### config.mk
export PLATFORM = sky130hd
export DESIGN_NAME = clkdiv_sched
export DESIGN_NICKNAME = d
export VERILOG_FILES = /design/src/rtl/clkdiv_pkg.sv /design/src/rtl/clkdiv_sched_rr_pick.sv /design/src/rtl/clkdiv_sched.sv
export SDC_FILE = /design/constraint.sdc
export NUM_CORES = 1
export LEC_CHECK = 0
export BUFFER_PORTS_ARGS = -buffer_cell sky130_fd_sc_hd__buf_2
export CORE_MARGIN = 3
export CORE_UTILIZATION = 52
export DETAILED_ROUTE_END_ITERATION = 10
export PLACE_DENSITY = 0.81
export SLEW_MARGIN = 20
export SYNTH_ARGS = -nofsm -noshare
export SYNTH_HDL_FRONTEND = slang
export SYNTH_SLANG_ARGS = --single-unit
### constraint.sdc
create_clock -name clkin -period 3.7 [get_ports clkin]
set_clock_uncertainty 0.1 [all_clocks]
set_input_delay 0 -clock clkin [delete_from_list [all_inputs] [get_ports clkin]]
set_output_delay 0 -clock clkin [all_outputs]
set_load 0.1 [all_outputs]
### src/rtl/clkdiv_pkg.sv
// Shared definitions for the clkdiv tone scheduler: state encoding,
// default widths and small elaboration-time helpers for round-robin picking.
package clkdiv_pkg;

    localparam logic [1:0] ST_IDLE = 2'd0;
    localparam logic [1:0] ST_LOAD = 2'd1;
    localparam logic [1:0] ST_RUN  = 2'd2;
    localparam logic [1:0] ST_GAP  = 2'd3;

    localparam int K_BIT_DEF = 16;
    localparam int D_BIT_DEF = 12;

    // Upward distance from the pointer to a position, with wrap-around.
    function automatic int unsigned rr_distance(input int unsigned pos,
                                                input int unsigned ptr,
                                                input int unsigned n);
        return (pos >= ptr) ? (pos - ptr) : (pos + n - ptr);
    endfunction

    function automatic logic [31:0] idx_bit_mask(input int n, input int b);
        logic [31:0] m;
        m = '0;
        for (int i = 0; i < n; i++) begin
            m[i] = ((i >> b) & 1) != 0;
        end
        return m;
    endfunction

endpackage

### src/rtl/clkdiv_sched_rr_pick.sv
// Combinational round-robin picker: selects the first set request at or
// after the pointer, scanning upward with wrap-around.
module rr_pick
    import clkdiv_pkg::*;
#(
    parameter int N  = 4,
    parameter int IW = (N > 1) ? $clog2(N) : 1
) (
    input  logic [N-1:0]  i_req,
    input  logic [IW-1:0] i_ptr,
    output logic [N-1:0]  o_sel,
    output logic [IW-1:0] o_idx,
    output logic          o_valid
);

    localparam int DW = IW + 1;

    logic [DW-1:0] w_dist   [N];
    logic [N-1:0]  w_closer [N];

    // A request wins when no other active request is nearer to the pointer.
    for (genvar gi = 0; gi < N; gi++) begin : g_pos
        assign w_dist[gi] = DW'(rr_distance(gi, 32'(i_ptr), N));
        for (genvar gj = 0; gj < N; gj++) begin : g_cmp
            assign w_closer[gi][gj] = (w_dist[gj] < w_dist[gi]);
        end
        assign o_sel[gi] = i_req[gi] & ~|(i_req & w_closer[gi]);
    end

    for (genvar gi = 0; gi < IW; gi++) begin : g_idx
        localparam logic [N-1:0] BIT_MASK = N'(idx_bit_mask(N, gi));
        assign o_idx[gi] = |(o_sel & BIT_MASK);
    end

    assign o_valid = |i_req;

endmodule

### src/rtl/clkdiv_sched.sv
// Round-robin tone scheduler sharing one clkdiv among N requesters; times each
// tone by counting divider rising edges and inserts a silent gap afterwards.
module clkdiv_sched
    import clkdiv_pkg::*;
#(
    parameter int N       = 4,
    parameter int K_BIT   = K_BIT_DEF,
    parameter int D_BIT   = D_BIT_DEF,
    parameter int GAP_CYC = 8
) (
    input  logic               clkin,
    input  logic               rst_n,
    input  logic [N-1:0]       req,
    input  logic [N*K_BIT-1:0] k_bus,
    input  logic [N*D_BIT-1:0] dur_bus,
    input  logic               div_clk,
    output logic               div_en,
    output logic [K_BIT-1:0]   div_k,
    output logic [N-1:0]       grant,
    output logic               done,
    output logic               busy
);

    localparam int IW = (N > 1) ? $clog2(N) : 1;
    localparam int GW = (GAP_CYC > 1) ? $clog2(GAP_CYC) : 1;
    localparam logic [GW-1:0] GAP_LAST = GW'((GAP_CYC > 0) ? GAP_CYC - 1 : 0);
    localparam logic [IW-1:0] IDX_LAST = IW'(N - 1);

    logic [1:0]       r_state;
    logic             r_div_en;
    logic [K_BIT-1:0] r_div_k;
    logic [N-1:0]     r_grant;
    logic             r_done;
    logic             r_busy;
    logic [IW-1:0]    r_rr_ptr;
    logic [IW-1:0]    r_idx;
    logic [K_BIT-1:0] r_k_lat;
    logic [D_BIT-1:0] r_dur_lat;
    logic [D_BIT-1:0] r_edge_cnt;
    logic [GW-1:0]    r_gap_cnt;
    logic             r_div_clk_d;

    logic [N-1:0]     w_sel;
    logic [IW-1:0]    w_idx;
    logic             w_valid;
    logic [K_BIT-1:0] w_k_sel;
    logic [D_BIT-1:0] w_dur_sel;
    logic             w_edge;
    logic [D_BIT-1:0] w_edge_cnt_inc;
    logic [IW-1:0]    w_ptr_next;

    rr_pick #(
        .N  (N),
        .IW (IW)
    ) u_rr_pick (
        .i_req   (req),
        .i_ptr   (r_rr_ptr),
        .o_sel   (w_sel),
        .o_idx   (w_idx),
        .o_valid (w_valid)
    );

    assign w_k_sel        = k_bus[int'(w_idx) * K_BIT +: K_BIT];
    assign w_dur_sel      = dur_bus[int'(w_idx) * D_BIT +: D_BIT];
    assign w_edge         = div_clk & ~r_div_clk_d;
    assign w_edge_cnt_inc = r_edge_cnt + 1'b1;
    assign w_ptr_next     = (r_idx == IDX_LAST) ? '0 : r_idx + 1'b1;

    always_ff @(posedge clkin or negedge rst_n) begin
        if (!rst_n) begin
            r_state     <= ST_IDLE;
            r_div_en    <= 1'b0;
            r_div_k     <= '0;
            r_grant     <= '0;
            r_done      <= 1'b0;
            r_busy      <= 1'b0;
            r_rr_ptr    <= '0;
            r_idx       <= '0;
            r_k_lat     <= '0;
            r_dur_lat   <= '0;
            r_edge_cnt  <= '0;
            r_gap_cnt   <= '0;
            r_div_clk_d <= 1'b0;
        end else begin
            r_div_clk_d <= div_clk;
            r_done      <= 1'b0;
            case (r_state)
                ST_IDLE: begin
                    // Service is committed here; later input changes are ignored.
                    if (w_valid) begin
                        r_k_lat   <= w_k_sel;
                        r_dur_lat <= w_dur_sel;
                        r_idx     <= w_idx;
                        r_grant   <= w_sel;
                        r_busy    <= 1'b1;
                        r_state   <= ST_LOAD;
                    end
                end
                ST_LOAD: begin
                    r_div_k    <= r_k_lat;
                    r_edge_cnt <= '0;
                    if (r_dur_lat == '0) begin
                        r_done    <= 1'b1;
                        r_gap_cnt <= '0;
                        r_state   <= ST_GAP;
                    end else begin
                        r_div_en <= 1'b1;
                        r_state  <= ST_RUN;
                    end
                end
                ST_RUN: begin
                    if (w_edge) begin
                        r_edge_cnt <= w_edge_cnt_inc;
                        if (w_edge_cnt_inc == r_dur_lat) begin
                            r_div_en  <= 1'b0;
                            r_done    <= 1'b1;
                            r_gap_cnt <= '0;
                            r_state   <= ST_GAP;
                        end
                    end
                end
                ST_GAP: begin
                    r_grant  <= '0;
                    r_rr_ptr <= w_ptr_next;
                    if (GAP_CYC == 0 || r_gap_cnt == GAP_LAST) begin
                        r_busy  <= 1'b0;
                        r_state <= ST_IDLE;
                    end else begin
                        r_gap_cnt <= r_gap_cnt + 1'b1;
                    end
                end
                default: begin
                    r_state <= ST_IDLE;
                end
            endcase
        end
    end

    assign div_en = r_div_en;
    assign div_k  = r_div_k;
    assign grant  = r_grant;
    assign done   = r_done;
    assign busy   = r_busy;

endmodule
-- Word level (Yosys, flattened, before mapping)
Cells that the tools add are included.
- register bits: 73
- $add $sub $neg: 10
- $mul: 1
- $lt $le $gt $ge: 19
- eq/ne operators: 13
- shift operators: 2
- multiplexer cells: 30
- bitwise gates (word level): 10
- reductions and logical operators: 23
- operator list (cell ; count):
    64-bit by 7-bit variable part select with 16-bit output ; 1
    3-bit less-than comparator ; 16
    48-bit by 7-bit variable part select with 12-bit output ; 1
    12-bit case mux with 2 select lines ; 1
    3-bit two-way mux ; 7
    4-bit OR reduction ; 5
    4-bit AND ; 4
    12-bit by 1-bit adder with 12-bit output (second input constant) ; 1
    12-bit == test ; 1
    12-bit logical NOT ; 1
    12-bit two-way mux ; 1
    2-bit inequality test (second input constant) ; 6
    2-bit two-way mux ; 5
    1-bit two-way mux ; 9
    3-bit case mux with 3 select lines ; 1
    3-bit by 2-bit subtractor with 3-bit output (first input constant) ; 3
    2-bit case mux with 4 select lines ; 1
    4-bit case mux with 2 select lines ; 1
    4-bit AND reduction ; 2
    2-bit == test (second input constant) ; 3
    1-bit case mux with 2 select lines ; 3
    2-bit AND reduction ; 3
    1-bit by 2-bit subtractor with 3-bit output (first input constant) ; 2
    2-bit by 2-bit subtractor with 3-bit output (first input constant) ; 2
    other kinds (18) ; 28

-- Longest topological paths before layout
- depth after elaboration: 10
- depth in mapped cells: 10
- mapped depth without buffers: 8

-- By module
From an unflattened synthesis, not the netlist that was laid out.
- cells, all modules: 417
- area total of the unflattened synthesis: 4326.6 um^2
- by module, submodules not included (module ; instances ; cells each ; area each (um^2) ; sequential area each (um^2)):
    clkdiv_sched ; 1 ; 394 ; 4134.0 ; 1826.8
    rr_pick ; 1 ; 23 ; 192.7 ; 0.0

-- Worst setup path before layout
Ideal clock, no wire load.
- kind: reg-to-reg
- start point: register r_edge_cnt[1]
- end point: register r_gap_cnt[0]
- library setup time: 125 ps
- arrival: 2546 ps
- path slack: 929 ps
- cell stages (with the launch flop): 9
- buffers on the path: 0
- cells stage by stage: dfrtp_1 -> ha_1 -> nand2_1 -> nor4_1 -> xnor2_1 -> o311ai_1 -> or4_4 -> a21oi_4 -> mux2_4
- longest elaborated chain between the ends: 4
- RTL lines (what ; RTL line ; RTL):
    from (decl) ; clkdiv_sched.sv:39 ; logic [D_BIT-1:0] r_edge_cnt;
    from (signal assigned) ; clkdiv_sched.sv:113 ; r_edge_cnt <= w_edge_cnt_inc;
    12-bit by 1-bit adder with 12-bit output ; clkdiv_sched.sv:66 ; assign w_edge_cnt_inc = r_edge_cnt + 1'b1;
    12-bit == test ; clkdiv_sched.sv:114 ; if (w_edge_cnt_inc == r_dur_lat) begin
    2-bit inequality test (no line) ; - ;
    5-bit AND reduction (no line) ; - ;
    to (signal assigned) ; clkdiv_sched.sv:129 ; r_gap_cnt <= r_gap_cnt + 1'b1;
    to (decl) ; clkdiv_sched.sv:40 ; logic [GW-1:0] r_gap_cnt;
No other way between the ends.
A chain may end at the register's enable or synchronous reset.

-- Worst setup path after layout
- start point: register r_rr_ptr[1]
- end point: register r_k_lat[13]
- longest elaborated chain between the ends: 9
- elaborated cells on any way between the ends: 40
- RTL lines (what ; RTL line ; RTL):
    from (decl) ; clkdiv_sched.sv:35 ; logic [IW-1:0] r_rr_ptr;
    from (signal assigned) ; clkdiv_sched.sv:124 ; r_rr_ptr <= w_ptr_next;
    3-bit by 2-bit subtractor with 3-bit output, or another cell as far along ; clkdiv_pkg.sv:17 ; return (pos >= ptr) ? (pos - ptr) : (pos + n - ptr);
    3-bit two-way mux ; clkdiv_pkg.sv:17 ;
    3-bit less-than comparator ; clkdiv_sched_rr_pick.sv:25 ; assign w_closer[gi][gj] = (w_dist[gj] < w_dist[gi]);
    4-bit AND ; clkdiv_sched_rr_pick.sv:27 ; assign o_sel[gi] = i_req[gi] & ~|(i_req & w_closer[gi]);
    4-bit OR reduction ; clkdiv_sched_rr_pick.sv:27 ;
    1-bit logical NOT ; clkdiv_sched_rr_pick.sv:27 ;
    1-bit AND ; clkdiv_sched_rr_pick.sv:27 ;
    2-bit OR reduction ; clkdiv_sched_rr_pick.sv:32 ; assign o_idx[gi] = |(o_sel & BIT_MASK);
    64-bit by 7-bit variable part select with 16-bit output (*) ; clkdiv_sched.sv:63 ; assign w_k_sel = k_bus[int'(w_idx) * K_BIT +: K_BIT];
    to (signal assigned) ; clkdiv_sched.sv:91 ; r_k_lat <= w_k_sel;
    to (decl) ; clkdiv_sched.sv:37 ; logic [K_BIT-1:0] r_k_lat;
Mark *: on every way between the ends. The rest lies on a longest branch, timed or not.

==> impl_metrics.env <==
export IMPL_fin_tns_setup_ns=0
export IMPL_tightestPinTransition_ns=0.937
export IMPL_diodes=0
export IMPL_grt_overflow_total=0
export IMPL_path_cells="inv_1 > ha_1 > inv_1 > o2111ai_1 > and2_4 > nand3_1 > dlygate4sd3_1 > o21ai_0 > dlygate4sd3_1 > o21ai_0"
export IMPL_routed_wl_um=15800
export IMPL_die_x_um=99.4
export IMPL_max_freq_mhz=280
export IMPL_rows=33
export IMPL_first_iter_violations=354
export IMPL_syn_inst=526
export IMPL_seq_power_share_pct=28.1
export IMPL_vdd_ir_drop_max_mv=0.641
export IMPL_worstSetupStartpointType="register"
export IMPL_synth_area_leaders="dfrtp_1 40%, mux2_2 11%, nand2_1 9.4%, o21ai_0 9.3%, nand3_1 3.9%"
export IMPL_path_max_fanout=57
export IMPL_root_buffer="clkbuf_8"
export IMPL_power_switching_mw=2.49
export IMPL_nets=853
export IMPL_synth_edf_count=0
export IMPL_cts_max_level=3
export IMPL_io_pins=142
export IMPL_drtPass1Iterations=5
export IMPL_slew_viol_final=0
export IMPL_clockBufferDepth=2
export IMPL_cp_arrival_ns=3.67
export IMPL_synth_seq_area_share_pct=40.3
export IMPL_finalHoldViolCount=1
export IMPL_p_int_mw=2.46
export IMPL_grt_max_degree=74
export IMPL_cts_made_buffers=9
export IMPL_post_route_drc_count=0
export IMPL_finalCritPeriodShare_pct=96.4
export IMPL_ys_warn_count=0
export IMPL_synth_distinct_cells=56
export IMPL_ys_ff_latch=73
export IMPL_max_stage_delay_ns=0.63
export IMPL_max_slew_margin_rel_pct=37.5
export IMPL_period_minus_slack_ns=3.57
export IMPL_syn_area_um2=4530
export IMPL_cts_tree="done"
export IMPL_status="finished with violations"
export IMPL_grt_usage_pct=32.2
export IMPL_syn_area_per_cell_um2=8.62
export IMPL_cp_required_ns=3.80
export IMPL_ys_flop_type="dfrtp_1"
export IMPL_rsz0062_at_grt="no"
export IMPL_insertion_delay_ns=0.35
export IMPL_setup_viol=0
export IMPL_end_kind="register"
export IMPL_detail_route_antenna_nets=0
export IMPL_cp_slowest_cell="dlygate4sd3_1"
export IMPL_io_buffers=141
export IMPL_fp_dieH_um=99.4
export IMPL_final_cells=831
export IMPL_areaGrowthSynthToFinish_pct=36.8
export IMPL_antenna_found_initial=0
export IMPL_power_static_leakage_nw=2.91
export IMPL_vias=4986
export IMPL_drive_above_1_share_pct=30.2
export IMPL_dp_hpwl_um=8720
export IMPL_grt_pass1_vias=5109
export IMPL_wl_per_cell_um=19.0
export IMPL_power_share_clock_pct=12.9
export IMPL_place_gp_congestion=0.887
export IMPL_clk_pin_slew_ns=0.09
export IMPL_hp_class="input pin to register"
export IMPL_async_flop_share_pct=100
export IMPL_cts_sinks=73
export IMPL_drv_cap=0
export IMPL_synth_top_cell_by_area="dfrtp_1"
export IMPL_path_class="register to register"
export IMPL_vias_per_cell=6.00
export IMPL_holdWs_ns=-0.0213
export IMPL_core_region_area_um2=8340
export IMPL_powerDensity_nw_per_um2=799
export IMPL_syn_nets=658
export IMPL_postCtsSetupBuffers=0
export IMPL_swShare_pct=50.4
export IMPL_p_comb_share_pct=59.0
export IMPL_violations="hold timing"
export IMPL_synth_top_area_share_pct=40.3
export IMPL_initial_core_util_pct=54.4
export IMPL_die_area_um2=9880
export IMPL_grt_pass1_wl_um=25200
export IMPL_dp_cells=742
-- power by group through the flow --
| stage | clock network, mW | registers [mW] | logic (mW) |
|---|---|---|---|
| 2_1_floorplan | 0 | 2.04 | 1.26 |
| 3_3_place_gp | 0 | 1.35 | 2.40 |
| 3_5_place_dp | 0 | 1.37 | 2.47 |
| 4_1_cts | 0.644 | 1.36 | 2.76 |
| 5_1_grt | 0.683 | 1.42 | 3.10 |
| 6_report | 0.640 | 1.39 | 2.92 |
-- synthesized netlist by cell type, drive strengths merged (3+ instances only) --
cell type  number
xor2            5
nor3            4
nand2b          5
o21ai          85
ha             13
a21oi          10
mux2           48
nand3          36
nand2         114
nand4           5
and4            3
clkbuf         26
or4             3
nor2           16
inv            15
nor2b           3
dfrtp          73
o31ai           5
nor4            7
xnor2           9
and2            6
buf             7
-- layout make-up --
| cell class | instances | area (um2) |
|---|---|---|
| Fill cell | 534 | 2140 |
| Tap cell | 105 | 131 |
| Multi-Input combinational cell | 405 | 2530 |
| Timing Repair Buffer | 217 | 1460 |
| Sequential cell | 73 | 1830 |
| Clock inverter | 6 | 67.6 |
| Inverter | 15 | 56.3 |
| Clock buffer | 10 | 128 |
-- stage by stage --
step | utilization [%] | total power [mW] | hold WS, ns | setup WS [ns] | instance area [um2]
finish | 74.3 | 4.95 | -0.0213 | 0.133 | 6200
floorplan | - | 3.30 | -0.396 | 0.929 | 4530
global route | 74.3 | 5.20 | 0.0209 | 0.00531 | 6200
global placement | 63.2 | 3.75 | 0.0199 | 0.644 | 5270
CTS | 74.3 | 4.76 | 0.00165 | 0.0210 | 6190
detailed placement | 63.2 | 3.84 | 0.0222 | 0.571 | 5270
-- final timing paths --
kind,startpoint,endpoint,slack (ns),depth (start not counted)
setup / recovery,r_rr_ptr[1],r_k_lat[13],0.13,10
setup reg to reg,r_rr_ptr[1],r_k_lat[13],0.13,10
min in group asynchronous,rst_n,grant[0],0.21,2
hold / removal,k_bus[46],r_k_lat[14],-0.02,4
max in group asynchronous,rst_n,r_edge_cnt[10],2.67,2
hold reg to reg,grant[0],grant[0],0.39,2
-- state kept, by name, summed over array words and instances, names as in the netlist, 2 cells and up --
signal      flops
r_edge_cnt     12
r_idx           2
grant           4
r_k_lat        16
r_state         2
r_gap_cnt       3
r_dur_lat      12
div_k          16
r_rr_ptr        2
-- cells by family after synthesis --
group           count (synthesis)  share of synthesized area (%)
flops                          73                           40.3
fa+ha+maj                      13                           3.59
compound gates                117                           14.9
xor+xnor                       14                           2.70
mux                            50                           12.4
buf+inv                        48                           4.17
simple gates                  211                           21.9
-- cell usage in the layout, fill, tap and decap left out, drive strengths merged, types with 3 or more instances in the layout --
cell type / instances
a21oi: 10
and2: 6
and4: 3
buf: 144
clkbuf: 10
dfrtp: 73
dlygate4sd3: 73
ha: 13
inv: 16
mux2: 48
nand2: 114
nand2b: 5
nand3: 36
nand4: 5
nor2: 16
nor2b: 3
nor3: 4
nor4: 7
o21ai: 85
o31ai: 5
or4: 3
xnor2: 9
xor2: 5
-- metal layers --
layer	vias up	global-route usage [%]	wire, um	share of wire [%]
met2	313	54.3	7660	48
li1	2230	-	-	-
met5	-	0	0	0
met4	0	16.4	703	4.4
met1	2372	37.9	6040	38
met3	71	8.27	1400	8.9
-- repair_timing --
item,4_1_cts,5_1_grt
gates resized for setup,0,2
hold buffers,73,0
endpoints found under the setup margin,0,16
endpoints found under the hold margin,103,0
-- worst max-delay path, delay by kind of cell, from the launching register on --
kind / cells / cell delay [ns]
fa+ha+maj: 1 / 0.16
simple gates: 2 / 0.73
buf+inv: 4 / 1.42
compound gates: 3 / 0.56
flops: 1 / 0.43
Note: power is estimated with default switching activity, not from simulation.
